===== src/rtl/calc_key_event_if.sv =====
// Key/switch input block for the calculator SoC: debounces push-buttons, queues press
// events in a FIFO and exposes them to the HPS over Avalon-MM with a level interrupt.
module calc_key_event_if #(
    parameter int unsigned DEBOUNCE_CYCLES = 500000,
    parameter int unsigned FIFO_DEPTH      = 8,
    parameter int unsigned CNT_W           = 20
) (
    input  logic        clk,
    input  logic        reset,
    input  logic [3:0]  key_n,
    input  logic [9:0]  sw,
    input  logic [1:0]  avs_address,
    input  logic        avs_read,
    input  logic        avs_write,
    input  logic [31:0] avs_writedata,
    output logic [31:0] avs_readdata,
    output logic        irq
);

    localparam int unsigned AW = (FIFO_DEPTH > 1) ? $clog2(FIFO_DEPTH) : 1;
    localparam logic [CNT_W-1:0] CNT_LAST = CNT_W'(DEBOUNCE_CYCLES - 1);
    localparam logic [AW:0]      DEPTH_C  = (AW + 1)'(FIFO_DEPTH);

    typedef enum logic [1:0] {
        REG_STATUS   = 2'd0,
        REG_DATA     = 2'd1,
        REG_CTRL     = 2'd2,
        REG_SWITCHES = 2'd3
    } reg_addr_e;

    logic [3:0]       r_key_s1;
    logic [3:0]       r_key_s2;
    logic [9:0]       r_sw_s1;
    logic [9:0]       r_sw_s2;
    logic [3:0]       r_key_stable;
    logic [CNT_W-1:0] r_cnt [4];
    logic [3:0]       r_pending;

    logic [11:0]      r_mem [FIFO_DEPTH];
    logic [AW-1:0]    r_wptr;
    logic [AW-1:0]    r_rptr;
    logic [AW:0]      r_count;
    logic             r_ovf;
    logic             r_irq_en;
    logic [31:0]      r_readdata;
    logic             r_irq;

    reg_addr_e        w_addr;
    logic [3:0]       w_press;
    logic             w_found;
    logic [1:0]       w_key_idx;
    logic [3:0]       w_clr_mask;
    logic             w_push_req;
    logic             w_empty;
    logic             w_full;
    logic             w_pop;
    logic             w_ctrl_wr;
    logic             w_flush;
    logic             w_ovf_clr;
    logic             w_push;
    logic             w_drop;
    logic [11:0]      w_head;
    logic [6:0]       w_count7;
    logic [31:0]      w_rdata;
    logic             w_unused;

    assign w_addr   = reg_addr_e'(avs_address);
    assign w_unused = ^avs_writedata[31:3];

    always_ff @(posedge clk) begin
        if (reset) begin
            r_key_s1 <= '1;
            r_key_s2 <= '1;
            r_sw_s1  <= '0;
            r_sw_s2  <= '0;
        end else begin
            r_key_s1 <= key_n;
            r_key_s2 <= r_key_s1;
            r_sw_s1  <= sw;
            r_sw_s2  <= r_sw_s1;
        end
    end

    // A press is the cycle in which a released key's low level has held long enough.
    always_comb begin
        w_press = '0;
        for (int unsigned i = 0; i < 4; i++) begin
            w_press[i] = r_key_stable[i] & ~r_key_s2[i] & (r_cnt[i] == CNT_LAST);
        end
    end

    always_ff @(posedge clk) begin
        if (reset) begin
            r_key_stable <= '1;
            for (int unsigned i = 0; i < 4; i++) begin
                r_cnt[i] <= '0;
            end
        end else begin
            for (int unsigned i = 0; i < 4; i++) begin
                if (r_key_s2[i] == r_key_stable[i]) begin
                    r_cnt[i] <= '0;
                end else if (r_cnt[i] == CNT_LAST) begin
                    r_key_stable[i] <= r_key_s2[i];
                    r_cnt[i]        <= '0;
                end else begin
                    r_cnt[i] <= r_cnt[i] + CNT_W'(1);
                end
            end
        end
    end

    always_comb begin
        w_found   = 1'b0;
        w_key_idx = '0;
        for (int unsigned i = 0; i < 4; i++) begin
            if (r_pending[i] && !w_found) begin
                w_found   = 1'b1;
                w_key_idx = 2'(i);
            end
        end
        w_clr_mask = w_found ? (4'b0001 << w_key_idx) : 4'b0000;
    end

    assign w_push_req = |r_pending;

    always_ff @(posedge clk) begin
        if (reset) begin
            r_pending <= '0;
        end else begin
            r_pending <= (r_pending & ~w_clr_mask) | w_press;
        end
    end

    assign w_empty   = (r_count == '0);
    assign w_full    = (r_count == DEPTH_C);
    assign w_pop     = avs_read && (w_addr == REG_DATA) && !w_empty;
    assign w_ctrl_wr = avs_write && (w_addr == REG_CTRL);
    assign w_flush   = w_ctrl_wr & avs_writedata[1];
    assign w_ovf_clr = w_ctrl_wr & avs_writedata[2];
    // A same-cycle pop frees the slot, so a full FIFO only drops when nothing leaves.
    assign w_push    = w_push_req && !w_flush && (!w_full || w_pop);
    assign w_drop    = w_push_req && !w_flush && w_full && !w_pop;

    always_ff @(posedge clk) begin
        if (w_push) begin
            r_mem[r_wptr] <= {r_sw_s2, w_key_idx};
        end
    end

    always_ff @(posedge clk) begin
        if (reset || w_flush) begin
            r_wptr  <= '0;
            r_rptr  <= '0;
            r_count <= '0;
        end else begin
            if (w_push) begin
                r_wptr <= r_wptr + AW'(1);
            end
            if (w_pop) begin
                r_rptr <= r_rptr + AW'(1);
            end
            if (w_push && !w_pop) begin
                r_count <= r_count + (AW + 1)'(1);
            end else if (!w_push && w_pop) begin
                r_count <= r_count - (AW + 1)'(1);
            end
        end
    end

    always_ff @(posedge clk) begin
        if (reset) begin
            r_ovf    <= 1'b0;
            r_irq_en <= 1'b0;
        end else begin
            if (w_drop) begin
                r_ovf <= 1'b1;
            end else if (w_ovf_clr) begin
                r_ovf <= 1'b0;
            end
            if (w_ctrl_wr) begin
                r_irq_en <= avs_writedata[0];
            end
        end
    end

    assign w_head   = r_mem[r_rptr];
    assign w_count7 = 7'(r_count);

    always_comb begin
        w_rdata = '0;
        case (w_addr)
            REG_STATUS:   w_rdata = {r_ovf, 14'b0, r_irq_en, 6'b0, w_full, w_empty, 1'b0, w_count7};
            REG_DATA:     w_rdata = w_empty ? 32'h0 : {1'b1, 13'b0, w_head[11:2], 6'b0, w_head[1:0]};
            REG_CTRL:     w_rdata = {31'b0, r_irq_en};
            REG_SWITCHES: w_rdata = {22'b0, r_sw_s2};
        endcase
    end

    always_ff @(posedge clk) begin
        if (reset) begin
            r_readdata <= '0;
            r_irq      <= 1'b0;
        end else begin
            if (avs_read) begin
                r_readdata <= w_rdata;
            end
            r_irq <= r_irq_en & (!w_empty | r_ovf);
        end
    end

    assign avs_readdata = r_readdata;
    assign irq          = r_irq;

endmodule


===== config.mk =====
export PLATFORM = sky130hd
export DESIGN_NAME = calc_key_event_if
export DESIGN_NICKNAME = d
export VERILOG_FILES = /design/src/rtl/calc_key_event_if.sv
export SDC_FILE = /design/constraint.sdc
export NUM_CORES = 1
export LEC_CHECK = 0
export CAP_MARGIN = 20
export CORE_MARGIN = 2
export CORE_UTILIZATION = 53
export DETAILED_ROUTE_END_ITERATION = 7
export HOLD_SLACK_MARGIN = 0.08
export PLACE_DENSITY = 0.72
export SLEW_MARGIN = 0
export SYNTH_ARGS = -nofsm -noshare
export SYNTH_HDL_FRONTEND = slang
export SYNTH_SLANG_ARGS = --single-unit

===== constraint.sdc =====
create_clock -name clk -period 2.5 [get_ports clk]
set_input_delay 0.25 -clock clk [delete_from_list [all_inputs] [get_ports clk]]
set_output_delay 0.25 -clock clk [all_outputs]
set_load 0.01 [all_outputs]

==> results of run 1 <==
==> routing by layer <==
layer,GRT usage [%],share of wire (%)
met5,0,0
met1,27.3,45
met3,2.94,4.6
met4,5.00,2.0
met2,32.1,48
==> synth_stat cells (5+ instances only) <==
master	count	area [sq um]
o21ai_0	21	105
buf_4	13	97.6
or2_2	10	62.6
nor4_1	10	62.6
a21oi_1	37	185
edfxtp_1	176	5290
or3_1	16	100
and4_1	10	87.6
o31ai_1	11	82.6
nor2_1	100	375
nor3_1	21	105
xor2_1	31	272
inv_1	19	71.3
clkbuf_1	18	67.6
or4_1	14	105
mux4_2	24	541
mux2i_1	17	170
buf_2	10	50.1
ha_1	13	163
nor2b_1	21	131
nor4b_1	5	43.8
dfxtp_1	71	1420
mux2_2	5	56.3
nand3_1	36	180
nand2_1	43	161
and3_1	6	37.5
xnor2_1	22	193
nand4_1	24	150
==> power by group through the flow <==
stage          Combinational (uW)  Clock, uW  Sequential, uW
2_1_floorplan                 185          0            4610
3_3_place_gp                  265          0            4630
3_5_place_dp                  268          0            4630
4_1_cts                       270       3830            4540
5_1_grt                       307       4010            4560
6_report                      272       3770            4540
==> cells in the final DEF (no fill, tap or decap), types with 31 or more instances in the layout <==
cell type	synthesis	final
edfxtp_1	176	176
nor2_1	100	100
conb_1	2	93
dfxtp_1	71	71
nand2_1	43	43
clkdlybuf4s50_1	0	41
nand3_1	36	36
a21oi_1	37	36
buf_4	13	36
xor2_1	31	31
==> final timing paths <==
path              cells after the start        start           to
hold reg to reg                       1  r_key_s1[3]  r_key_s2[3]
setup / recovery                      9   r_count[3]   r_count[3]
hold / removal                        2        reset   r_sw_s1[6]
setup reg to reg                      9   r_count[3]   r_count[3]
==> what timing repair did <==
| item | CTS | global route |
|---|---|---|
| cloned | 0 | 0 |
| gates resized for setup | 1 | 1 |
| setup endpoints to repair | 1 | 1 |
==> flip-flops by register name, summed over array words and instances, names as in the netlist, named ones only <==
name	cells
r_pending	4
r_key_stable	4
r_count	4
r_irq_en	1
r_wptr	3
irq	1
r_key_s2	4
r_cnt	80
r_rptr	3
r_ovf	1
avs_readdata	19
r_mem	96
r_sw_s2	10
r_key_s1	4
r_sw_s1	10
==> cell type report <==
cell class | count | share of cell area (%)
clock inverters | 12 | 0.546
repair buffers | 81 | 5.81
inverters | 20 | 0.585
well taps | 270 | 2.63
clock buffers | 36 | 6.12
flip-flops and latches | 247 | 52.3
multi-input cells | 633 | 32.0
==> stage by stage <==
| step | utilization, % | hold slack (ps) | cells | worst slack (ps) | setup TNS, ps |
|---|---|---|---|---|---|
| floorplan | - | 354 | 943 | 66.3 | 0 |
| global placement | 59.5 | 393 | 1251 | -77.6 | -93.7 |
| detailed placement | 59.5 | 398 | 1251 | -159 | -219 |
| CTS | 63.8 | 201 | 1299 | 73.6 | 0 |
| global route | 63.8 | 228 | 1299 | 7.02 | 0 |
| finish | 63.8 | 201 | 1299 | 149 | 0 |
==> cells by family after synthesis <==
family                     Yosys count  synth area share, %
DFF                                247                 62.3
other                                2               0.0698
buffers and inverters               63                 2.84
AOI/OAI and AO/OA                   90                 5.17
muxes                               46                 7.13
xor gates and xnor gates            53                 4.31
adders and majority gates           14                 1.70
and+or+nand+nor                    337                 16.5
==> results.sh, run 1 <==
export IMPL_grtUsageTotal_pct=19.4
export IMPL_multi_input_area_sq_mm=0.00411
export IMPL_nets=1075
export IMPL_cts_buffer_depth=3
export IMPL_synth_seq_area_share_pct=62.3
export IMPL_max_freq_ghz=0.425
export IMPL_core_area_sq_mm=0.0201
export IMPL_synth_area_sq_mm=0.0108
export IMPL_yosysWarnings=0
export IMPL_period_minus_slack_ps=2350
export IMPL_yosys_cell_types_count=62
export IMPL_power_uw=8590
export IMPL_drtIter0Drc=418
export IMPL_power_density_mw_per_mm2=670
export IMPL_ys_flop_type="edfxtp_1"
export IMPL_grt_start_max_net_pins=32
export IMPL_root_buffer="clkbuf_16"
export IMPL_ios=85
export IMPL_path_class="reg2reg"
export IMPL_synth_seq_cells=247
export IMPL_cts_setup_buffers=0
export IMPL_clkPwrFrac_pct=43.9
export IMPL_critPathCaptureType="flop"
export IMPL_drive_above_1_share_pct=12.5
export IMPL_drc=0
export IMPL_clock_latency_ps=530
export IMPL_via_per_inst=5.28
export IMPL_grt_pass1_wl_um=33700
export IMPL_slew_headroom_pct=47.8
export IMPL_grt_overflow_total=0
export IMPL_seqPwrFrac_pct=52.9
export IMPL_p_sw_share_pct=21.1
export IMPL_n_fill_cell=1495
export IMPL_cp_arrival_ps=2800
export IMPL_hold_violations=0
export IMPL_htreeDepth=1
export IMPL_drv_slew=0
export IMPL_dpl_hpwl_um=13800
export IMPL_crit_family="simple AND/OR/NAND/NOR gates"
export IMPL_min_path_type="in2reg"
export IMPL_path_cells="or4_1, nand3_1, ha_1, inv_1, ha_1, a21o_1, a21oi_2, mux2i_1, mux2i_1"
export IMPL_placed_cell_area_sq_mm=0.0120
export IMPL_seqCellArea_sq_mm=0.00671
export IMPL_design_area_sq_mm=0.0128
export IMPL_setup_viol=0
export IMPL_slowest_delay_ps=560
export IMPL_area_growth_pct=19.2
export IMPL_synth_edf_count=176
export IMPL_cp_required_ps=2950
export IMPL_gp_congestion=0.791
export IMPL_fp_dieW_um=146
export IMPL_rrSetupSlack_ps=150
export IMPL_worst_path_buf_inv=1
export IMPL_worst_slew_pin_slew_ps=777
export IMPL_cts_sinks=247
export IMPL_status="completed"
export IMPL_cts_tree="built"
export IMPL_combinationalPowerShare_pct=3.2
export IMPL_num_rows=52
export IMPL_async_flop_share_pct=0
export IMPL_post_route_period_util_pct=94.0
export IMPL_routedWlPerCell_um=15.8
export IMPL_antenna_found_initial=0
export IMPL_clkTransAtPathRegs_ps=60
export IMPL_synth_cells=852
export IMPL_grt_pass1_vias=6733
export IMPL_fin_worst_skew_ps=18.8
export IMPL_postRouteAntennaNets=0
export IMPL_hold_buffers=0
export IMPL_cts_made_buffers=26
export IMPL_critPathMaxFanout=5
export IMPL_die_y_um=146
export IMPL_max_cap_violations=0
export IMPL_grt_setup_unrepaired="no"
export IMPL_numPortBuffers=42
export IMPL_internal_power_uw=6780
export IMPL_routed_wl_um=20500
export IMPL_die_area_sq_mm=0.0215
export IMPL_firstDrtPassIters=5
export IMPL_antenna_cells=0
export IMPL_total_leakage_power_uw=0.00447
export IMPL_start_util_pct=53.5
export IMPL_crit_path_top_delay_cell="or4_1"
export IMPL_vias=6855
export IMPL_p_sw_uw=1810
export IMPL_cp_start_kind="flop"
export IMPL_irDropWorstVdd_v=0.000515
export IMPL_syn_avg_cell_area_sq_um=12.6
Power figures use the tool's default switching activity.
==> run 2: changes to the inputs <==
--- a/config.mk
+++ b/config.mk
@@ -11,6 +11,7 @@
 export DETAILED_ROUTE_END_ITERATION = 7
 export HOLD_SLACK_MARGIN = 0.08
 export PLACE_DENSITY = 0.72
+export SKIP_CTS_REPAIR_TIMING = 1
 export SLEW_MARGIN = 0
 export SYNTH_ARGS = -nofsm -noshare
 export SYNTH_HDL_FRONTEND = slang
==> run 2 against run 1 <==
Sequential power about the same. Via count fell by 0.10%. Total power about the same. Routed wire length about the same. Flip-flop and latch count unchanged. Non-clock buffer count stayed put. Combinational power hardly changed. Critical path type unchanged. Fmax fell by 0.15%. Final cell count stayed put. Die area unchanged. Count of clock-buffer cells in the layout unchanged. Largest cell class unchanged. Critical path depth unchanged.
==> results.sh, run 2 (synthesis gave the netlist of run 1 again) <==
export IMPL_status="completed"
export IMPL_layout_cells_non_filler=1299
export IMPL_drive_above_1_share_pct=12.5
export IMPL_whs_ps=201
export IMPL_nets=1075
export IMPL_path_class="reg2reg"
export IMPL_firstDrtPassIters=4
export IMPL_clkTransAtPathRegs_ps=60
export IMPL_irDropWorstVdd_v=0.000515
export IMPL_power_uw=8590
export IMPL_cp_start_kind="flop"
export IMPL_num_rows=52
export IMPL_post_route_period_util_pct=94.2
export IMPL_placed_cell_area_sq_mm=0.0120
export IMPL_antenna_found_initial=0
export IMPL_design_area_sq_mm=0.0128
export IMPL_grt_start_max_net_pins=32
export IMPL_regMostFlops="r_mem"
export IMPL_numPortBuffers=42
export IMPL_critPathCaptureType="flop"
export IMPL_start_util_pct=53.5
export IMPL_grt_overflow_total=0
export IMPL_area_growth_pct=19.2
export IMPL_max_cap_violations=0
export IMPL_routed_wl_um=20500
export IMPL_setup_viol=0
export IMPL_antenna_cells=0
export IMPL_clock_latency_ps=530
export IMPL_root_buffer="clkbuf_16"
export IMPL_cp_required_ps=2950
export IMPL_cts_tree="built"
export IMPL_grt_pass1_wl_um=33700
export IMPL_ios=85
export IMPL_die_area_sq_mm=0.0215
export IMPL_layout_commonest_cell="edfxtp_1"
export IMPL_hold_violations=0
export IMPL_cts_made_buffers=26
export IMPL_dpl_cell_count=1251
export IMPL_drc=0
export IMPL_drv_slew=0
export IMPL_post_place_ws_ps=-159
export IMPL_largest_reg_flops=96
export IMPL_power_density_mw_per_mm2=669
export IMPL_htreeDepth=1
export IMPL_period_minus_slack_ps=2350
export IMPL_via_per_inst=5.27
export IMPL_max_freq_ghz=0.425
export IMPL_routedWlPerCell_um=15.8
export IMPL_worst_slew_pin_slew_ps=778
export IMPL_dpl_hpwl_um=13800
export IMPL_cp_arrival_ps=2810
export IMPL_postRouteAntennaNets=0
export IMPL_core_area_sq_mm=0.0201
export IMPL_vias=6848
export IMPL_die_y_um=146
export IMPL_drtIter0Drc=415
export IMPL_grtUsageTotal_pct=19.4
export IMPL_total_leakage_power_uw=0.00447
export IMPL_grt_setup_unrepaired="no"
export IMPL_min_path_type="in2reg"
export IMPL_gp_congestion=0.791
export IMPL_cts_buffer_depth=3
export IMPL_grt_pass1_vias=6730
export IMPL_slew_headroom_pct=47.7
export IMPL_fp_dieW_um=146
export IMPL_cts_sinks=247
export IMPL_final_cell_mix="edfxtp_1, nor2_1, conb_1, dfxtp_1, nand2_1"
export IMPL_critPathMaxFanout=5
export IMPL_setup_ws_ps=145
export IMPL_fin_worst_skew_ps=18.9
export IMPL_n_fill_cell=1495
-- run 2: worst paths after layout --
path	startpoint	endpoint	slack [ps]	depth (start not counted)
worst min-delay path	reset	r_sw_s1[6]	200	2
worst min register to register	r_key_s1[3]	r_key_s2[3]	410	1
worst max register to register	r_count[3]	r_count[3]	150	9
worst max-delay path	r_count[3]	r_count[3]	150	9
-- run 2: cell type report --
class | instances | area, sq um | share of cell area (%)
inverters | 20 | 75.1 | 0.585
repair buffers | 81 | 746 | 5.81
well taps | 270 | 338 | 2.63
flip-flops and latches | 247 | 6710 | 52.3
multi-input cells | 633 | 4110 | 32.0
clock inverters | 12 | 70.1 | 0.546
clock buffers | 36 | 786 | 6.12
-- run 2: per-layer routing --
layer / track usage (%) / wire [um]
met1: 27.2 / 9390
met2: 32.1 / 9810
met3: 2.94 / 884
met4: 5.00 / 413
met5: 0 / 0
-- run 2: critical path, cell delays in order, from the launching register on --
cell     delay [ps]
dfxtp_1         350
or4_1           560
nand3_1         130
ha_1            170
inv_1            60
ha_1            270
a21o_1          190
a21oi_2         150
mux2i_1         220
mux2i_1         190
-- run 2: power breakdown --
| part | switching, uW | internal [uW] |
|---|---|---|
| logic | 150 | 123 |
| registers | 90.1 | 4450 |
| clock network | 1570 | 2200 |
-- run 2: stage by stage --
step                      TNS, ps  util, %
after detailed placement     -219     59.5
after floorplan                 0        -
after CTS                   -16.5     63.8
after global routing            0     63.8
final                           0     63.8
after global placement      -93.7     59.5
